$ cat src/rtl/mmio_pwm_responder.sv
// Memory-mapped peripheral responder: sized loads/stores (RV32I funct3) with a
// one-cycle ack, PWM duty/control registers driving four pins, and free-running
// microsecond and millisecond counters.
module mmio_pwm_responder #(
    parameter int unsigned CLK_HZ = 12_000_000
) (
    input  logic        clk,
    input  logic        rst_n,
    input  logic        req,
    input  logic        wen,
    input  logic [2:0]  funct3,
    input  logic [31:0] address,
    input  logic [31:0] write_data,
    output logic [31:0] read_data,
    output logic        ack,
    output logic        err,
    output logic        led,
    output logic        red,
    output logic        green,
    output logic        blue
);

    localparam int unsigned UsDiv = CLK_HZ / 1_000_000;
    localparam int unsigned MsDiv = CLK_HZ / 1000;
    localparam logic [31:0] UsLast = 32'(UsDiv - 1);
    localparam logic [31:0] MsLast = 32'(MsDiv - 1);

    typedef enum logic [1:0] {StIdle, StBusy, StResp} state_e;

    state_e      state_q;
    logic        wen_q;
    logic [2:0]  funct3_q;
    logic [31:0] addr_q;
    logic [31:0] wdata_q;

    logic [31:0] duty_q;
    logic [1:0]  ctrl_q;
    logic [31:0] micros_q, millis_q;
    logic [31:0] us_pre_q, ms_pre_q;
    logic [7:0]  pwm_cnt_q;

    // Only address[3:0] is decoded; the upper bits are latched but unused.
    logic unused_addr;
    assign unused_addr = ^addr_q[31:4];

    logic        is_byte, is_half, is_word, acc_err;
    logic [31:0] word_sel, load_data, wdata_rep, duty_wr, ctrl_wr;
    logic [3:0]  wmask;
    logic [7:0]  byte_val;
    logic [15:0] half_val;

    // Decode the latched access: error check, load lane extraction, store merge.
    always_comb begin
        is_byte = (funct3_q[1:0] == 2'b00);
        is_half = (funct3_q[1:0] == 2'b01);
        is_word = (funct3_q == 3'b010);

        acc_err = (funct3_q == 3'b011) || (funct3_q[2:1] == 2'b11)
               || (wen_q && funct3_q[2])
               || (is_word && (addr_q[1:0] != 2'b00))
               || (is_half && addr_q[0])
               || (wen_q && ((addr_q[3:2] == 2'd1) || (addr_q[3:2] == 2'd2)));

        unique case (addr_q[3:2])
            2'd0:    word_sel = duty_q;
            2'd1:    word_sel = micros_q;
            2'd2:    word_sel = millis_q;
            default: word_sel = {30'b0, ctrl_q};
        endcase

        byte_val = 8'(word_sel >> {addr_q[1:0], 3'b000});
        half_val = 16'(word_sel >> {addr_q[1], 4'b0000});

        if (is_byte) begin
            load_data = funct3_q[2] ? {24'b0, byte_val} : {{24{byte_val[7]}}, byte_val};
        end else if (is_half) begin
            load_data = funct3_q[2] ? {16'b0, half_val} : {{16{half_val[15]}}, half_val};
        end else begin
            load_data = word_sel;
        end

        if (is_byte) begin
            wmask     = 4'b0001 << addr_q[1:0];
            wdata_rep = {4{wdata_q[7:0]}};
        end else if (is_half) begin
            wmask     = addr_q[1] ? 4'b1100 : 4'b0011;
            wdata_rep = {2{wdata_q[15:0]}};
        end else begin
            wmask     = 4'b1111;
            wdata_rep = wdata_q;
        end

        duty_wr = duty_q;
        ctrl_wr = {30'b0, ctrl_q};
        for (int i = 0; i < 4; i++) begin
            if (wmask[i]) begin
                duty_wr[i*8 +: 8] = wdata_rep[i*8 +: 8];
                ctrl_wr[i*8 +: 8] = wdata_rep[i*8 +: 8];
            end
        end
    end

    // Access FSM: sample in IDLE, perform in BUSY, acknowledge in RESP.
    always_ff @(posedge clk or negedge rst_n) begin
        if (!rst_n) begin
            state_q   <= StIdle;
            wen_q     <= 1'b0;
            funct3_q  <= 3'b000;
            addr_q    <= 32'b0;
            wdata_q   <= 32'b0;
            ack       <= 1'b0;
            err       <= 1'b0;
            read_data <= 32'b0;
            duty_q    <= 32'b0;
            ctrl_q    <= 2'b00;
        end else begin
            unique case (state_q)
                StIdle: begin
                    ack       <= 1'b0;
                    err       <= 1'b0;
                    read_data <= 32'b0;
                    if (req) begin
                        wen_q    <= wen;
                        funct3_q <= funct3;
                        addr_q   <= address;
                        wdata_q  <= write_data;
                        state_q  <= StBusy;
                    end
                end
                StBusy: begin
                    ack       <= 1'b1;
                    err       <= acc_err;
                    read_data <= (acc_err || wen_q) ? 32'b0 : load_data;
                    if (wen_q && !acc_err) begin
                        if (addr_q[3:2] == 2'd0) duty_q <= duty_wr;
                        if (addr_q[3:2] == 2'd3) ctrl_q <= ctrl_wr[1:0];
                    end
                    state_q <= StResp;
                end
                StResp: begin
                    ack       <= 1'b0;
                    err       <= 1'b0;
                    read_data <= 32'b0;
                    state_q   <= StIdle;
                end
                default: state_q <= StIdle;
            endcase
        end
    end

    // Free-running time counters with independent prescalers; never paused.
    always_ff @(posedge clk or negedge rst_n) begin
        if (!rst_n) begin
            us_pre_q <= 32'b0;
            ms_pre_q <= 32'b0;
            micros_q <= 32'b0;
            millis_q <= 32'b0;
        end else begin
            if (us_pre_q == UsLast) begin
                us_pre_q <= 32'b0;
                micros_q <= micros_q + 32'd1;
            end else begin
                us_pre_q <= us_pre_q + 32'd1;
            end
            if (ms_pre_q == MsLast) begin
                ms_pre_q <= 32'b0;
                millis_q <= millis_q + 32'd1;
            end else begin
                ms_pre_q <= ms_pre_q + 32'd1;
            end
        end
    end

    // PWM counter and registered pin outputs.
    always_ff @(posedge clk or negedge rst_n) begin
        if (!rst_n) begin
            pwm_cnt_q <= 8'd0;
            led       <= 1'b0;
            red       <= 1'b0;
            green     <= 1'b0;
            blue      <= 1'b0;
        end else begin
            pwm_cnt_q <= pwm_cnt_q + 8'd1;
            led       <= (ctrl_q[0] & (pwm_cnt_q < duty_q[7:0]))   ^ ctrl_q[1];
            red       <= (ctrl_q[0] & (pwm_cnt_q < duty_q[15:8]))  ^ ctrl_q[1];
            green     <= (ctrl_q[0] & (pwm_cnt_q < duty_q[23:16])) ^ ctrl_q[1];
            blue      <= (ctrl_q[0] & (pwm_cnt_q < duty_q[31:24])) ^ ctrl_q[1];
        end
    end

endmodule
$ cat config.mk
export PLATFORM = sky130hd
export DESIGN_NAME = mmio_pwm_responder
export DESIGN_NICKNAME = d
export VERILOG_FILES = /design/src/rtl/mmio_pwm_responder.sv
export SDC_FILE = /design/constraint.sdc
export NUM_CORES = 1
export LEC_CHECK = 0
export CAP_MARGIN = 20
export CELL_PAD_IN_SITES_DETAIL_PLACEMENT = 0
export CELL_PAD_IN_SITES_GLOBAL_PLACEMENT = 2
export CORE_ASPECT_RATIO = 0.6
export CORE_MARGIN = 8
export CORE_UTILIZATION = 35
export DETAILED_ROUTE_END_ITERATION = 12
export PLACE_DENSITY_LB_ADDON = 0.1
export SYNTH_ARGS = -nofsm -noshare
export SYNTH_HDL_FRONTEND = slang
export SYNTH_SLANG_ARGS = --single-unit
$ cat constraint.sdc
create_clock -name clk -period 4.8 [get_ports clk]
set_clock_uncertainty 0.15 [all_clocks]
set_input_delay 0.96 -clock clk [delete_from_list [all_inputs] [get_ports clk]]
set_output_delay 0.96 -clock clk [all_outputs]
set_load 0.01 [all_outputs]
==> flow_summary.toml <==
[final_layout]
areaGrowthSynthToFinish_pct = 17.4
register_area_sq_um = 6260
multi_input_area_sq_um = 6000
final_cell_mix = "dfrtp_1 (250), nand2_1 (96), nor2_1 (83), clkdlybuf4s50_1 (79), xnor2_1 (72)"
drive_gt1_share_pct = 10.5
layout_commonest_cell = "dfrtp_1"
n_antenna_cell = 0
num-fill-cells = 3515
final_nets = 1388

[yosys]
ys_seq_elements = 250
synthCells = 1204
synth-async-reset-ratio_pct = 100
synth_largest_area_cell = "dfrtp_1"
synth_area_leaders = "dfrtp_1 (49%), xnor2_1 (4.9%), mux2_2 (4.2%)"
synth.avg_cell_area_sq_um = 10.6
syn-cell-area_sq_um = 12700
synth_edf_count = 0
synth-seq-area-share_pct = 49.1
netlist.area_leader.share_pct = 49.1
syn_nets = 1312
synth-warning-count = 0
ys.flop_type = "dfrtp_1"
synthDistinctLibCells = 72

[placed_design]
post-dp-hpwl_microns = 27600
place.gp.congestion = 0.857
portBuffers = 80

[power_and_ir_drop]
p_per_area_nw_per_um2 = 414
cellLeakagePower_nw = 6.83
power_mw = 6.19
peakVddDrop_mv = 0.231

[clocking]
ctsHoldBuffers = 0
clock_sinks = 250
clk_latency_ns = 0.55
cts_resized = 0
cts_tree = "built"
path_clk_slew_ns = 0.06
cts-root-buf = "clkbuf_16"
h-tree-depth = 1
clockBufferDepth = 3
post_cts_buffers = 0
cts_inserted_buffers = 27

[worst_setup_path]
crit_path_max_incr_delay_ns = 1.04
cp-endpoint = "read_data[3]"
r2r-end = "read_data[3]"
worstSetupStartpointType = "flip-flop"
reg2reg_slack_ns = 1.33
required_ns = 5.09
crit_fanout = 18
r2r_cells = 8
startpoint = "addr_q[3]"
r2r_start = "addr_q[3]"
worstPathCellList = "inv_1, ha_1, buf_4, a222oi_1, o221ai_1, a221oi_1, a21oi_1, a22o_1"
critPathSlowestCell = "a222oi_1"
endpoint_kind = "flip-flop"
critPathKind = "reg -> reg"
crit_arrival_ns = 3.76

[die]
dieArea_sq_um = 43000
rows = 54
initial_utilization_pct = 35.3
die_w_microns = 262
ioPinCount = 109
core-area_sq_um = 36100
chipHeight_microns = 164

[grt]
grt_pass1_vias = 9317
grt_first_pass_wirelength_microns = 58500
use_met1_pct = 28.6
use_met3_pct = 3.96
grt_start_max_net_pins = 121
grt_usage_pct = 17.4
overflow = 0
grt.met2_usage_pct = 22.5
antenna_found_initial = 2
grt-busiest-layer = "met1"

[detailed_routing]
drcViolationCount = 0
drtAntennaViolNets = 0
vias = 9477
drt-initial-drc-count = 903
routedWlPerCell_microns = 21.1
first_pass_iters = 9
vias_per_cell = 5.34
postRouteWirelength_microns = 37400

[timing]
setup_viol = 0
maxSlewViolCount = 0
whs_ns = 0.322
slew_headroom_pct = 8.47
worst_slew_pin_slew_ns = 1.37
rsz0062_at_grt = "no"
fin_crit_ns = 3.47
finalSetupTns_ns = 0
finalCritPeriodShare_pct = 72.4
clock.fmax_ghz = 0.288
hold_viol_final = 0

[hold_path]
hold_path.class = "reg -> reg"

[run]
drv_cap = 0

[run_status]
status = "complete, no violations"
## worst max-delay path: cells and delay by family, from the launching register on
family	cells	cell delay, ns
buffers and inverters	2	0.42
AO/OA/AOI/OAI	5	1.96
adder cells (fa/ha/maj)	1	0.44
flip-flops	1	0.39
## cells in the mapped netlist, types with 21 or more instances
| library cell | number |
|---|---|
| a222oi_1 | 32 |
| clkbuf_1 | 21 |
| nand2_1 | 96 |
| xor2_1 | 55 |
| ha_1 | 37 |
| mux2_2 | 47 |
| inv_1 | 66 |
| and3_1 | 24 |
| nand4_1 | 30 |
| mux2i_1 | 39 |
| o21ai_0 | 57 |
| and4_1 | 25 |
| xnor2_1 | 72 |
| nand3_1 | 62 |
| nor2_1 | 83 |
| a21oi_1 | 42 |
| dfrtp_1 | 250 |
## through the flow
stage	worst slack, ns	util (%)	area (sq um)	cells
6_report	1.33	41.5	15000	1775
5_1_grt	1.22	41.5	15000	1775
4_1_cts	1.52	41.4	15000	1774
3_5_place_dp	1.54	38.9	14000	1726
3_3_place_gp	1.57	38.9	14000	1726
2_1_floorplan	2.40	-	12700	1204
## metal layers
metal	wire length (microns)	vias up
li1	-	4486
met1	20500	4704
met2	13900	249
met3	2530	38
met4	511	0
met5	0	-
## flip-flops by register name, indices dropped and copies added (netlist names)
name	flops
blue	1
read_data	32
pwm_cnt_q	8
red	1
millis_q	32
ack	1
duty_q	32
ms_pre_q	32
addr_q	4
green	1
us_pre_q	32
err	1
state_q	2
wdata_q	32
ctrl_q	2
wen_q	1
funct3_q	3
led	1
micros_q	32
## kinds of logic after synthesis
logic type / Yosys count / synth area share [%]
and+or+nand+nor: 403 / 17.3
DFF: 250 / 49.1
AOI/OAI and AO/OA: 183 / 9.90
xor gates and xnor gates: 127 / 8.73
buffers and inverters: 116 / 3.91
muxes: 88 / 7.48
adders and majority gates: 37 / 3.63
## final cells by class
class	instances	share of cell area, %
multi-input cells	838	40.1
clock buffers	37	5.03
well taps	476	3.98
repair buffers	96	6.30
inverters	67	1.68
clock inverters	11	1.13
flip-flops and latches	250	41.8
## worst min path at each step
stage               depth (start not counted)          start             to
global placement                            2  read_data[17]  read_data[17]
detailed placement                          1   ms_pre_q[31]   ms_pre_q[31]
floorplan                                   1   us_pre_q[31]   us_pre_q[31]
global route                                1   us_pre_q[31]   us_pre_q[31]
CTS                                         1   ms_pre_q[31]   ms_pre_q[31]
finish                                      1   ms_pre_q[31]   ms_pre_q[31]
## power breakdown
part / switching (mW) / total [mW] / internal (mW) / leakage (nW)
Clock: 0.899 / 2.21 / 1.31 / 0.438
Combinational: 0.786 / 1.33 / 0.546 / 3.05
Sequential: 0.307 / 2.65 / 2.34 / 3.35
(Power assumes the default switching activity.)
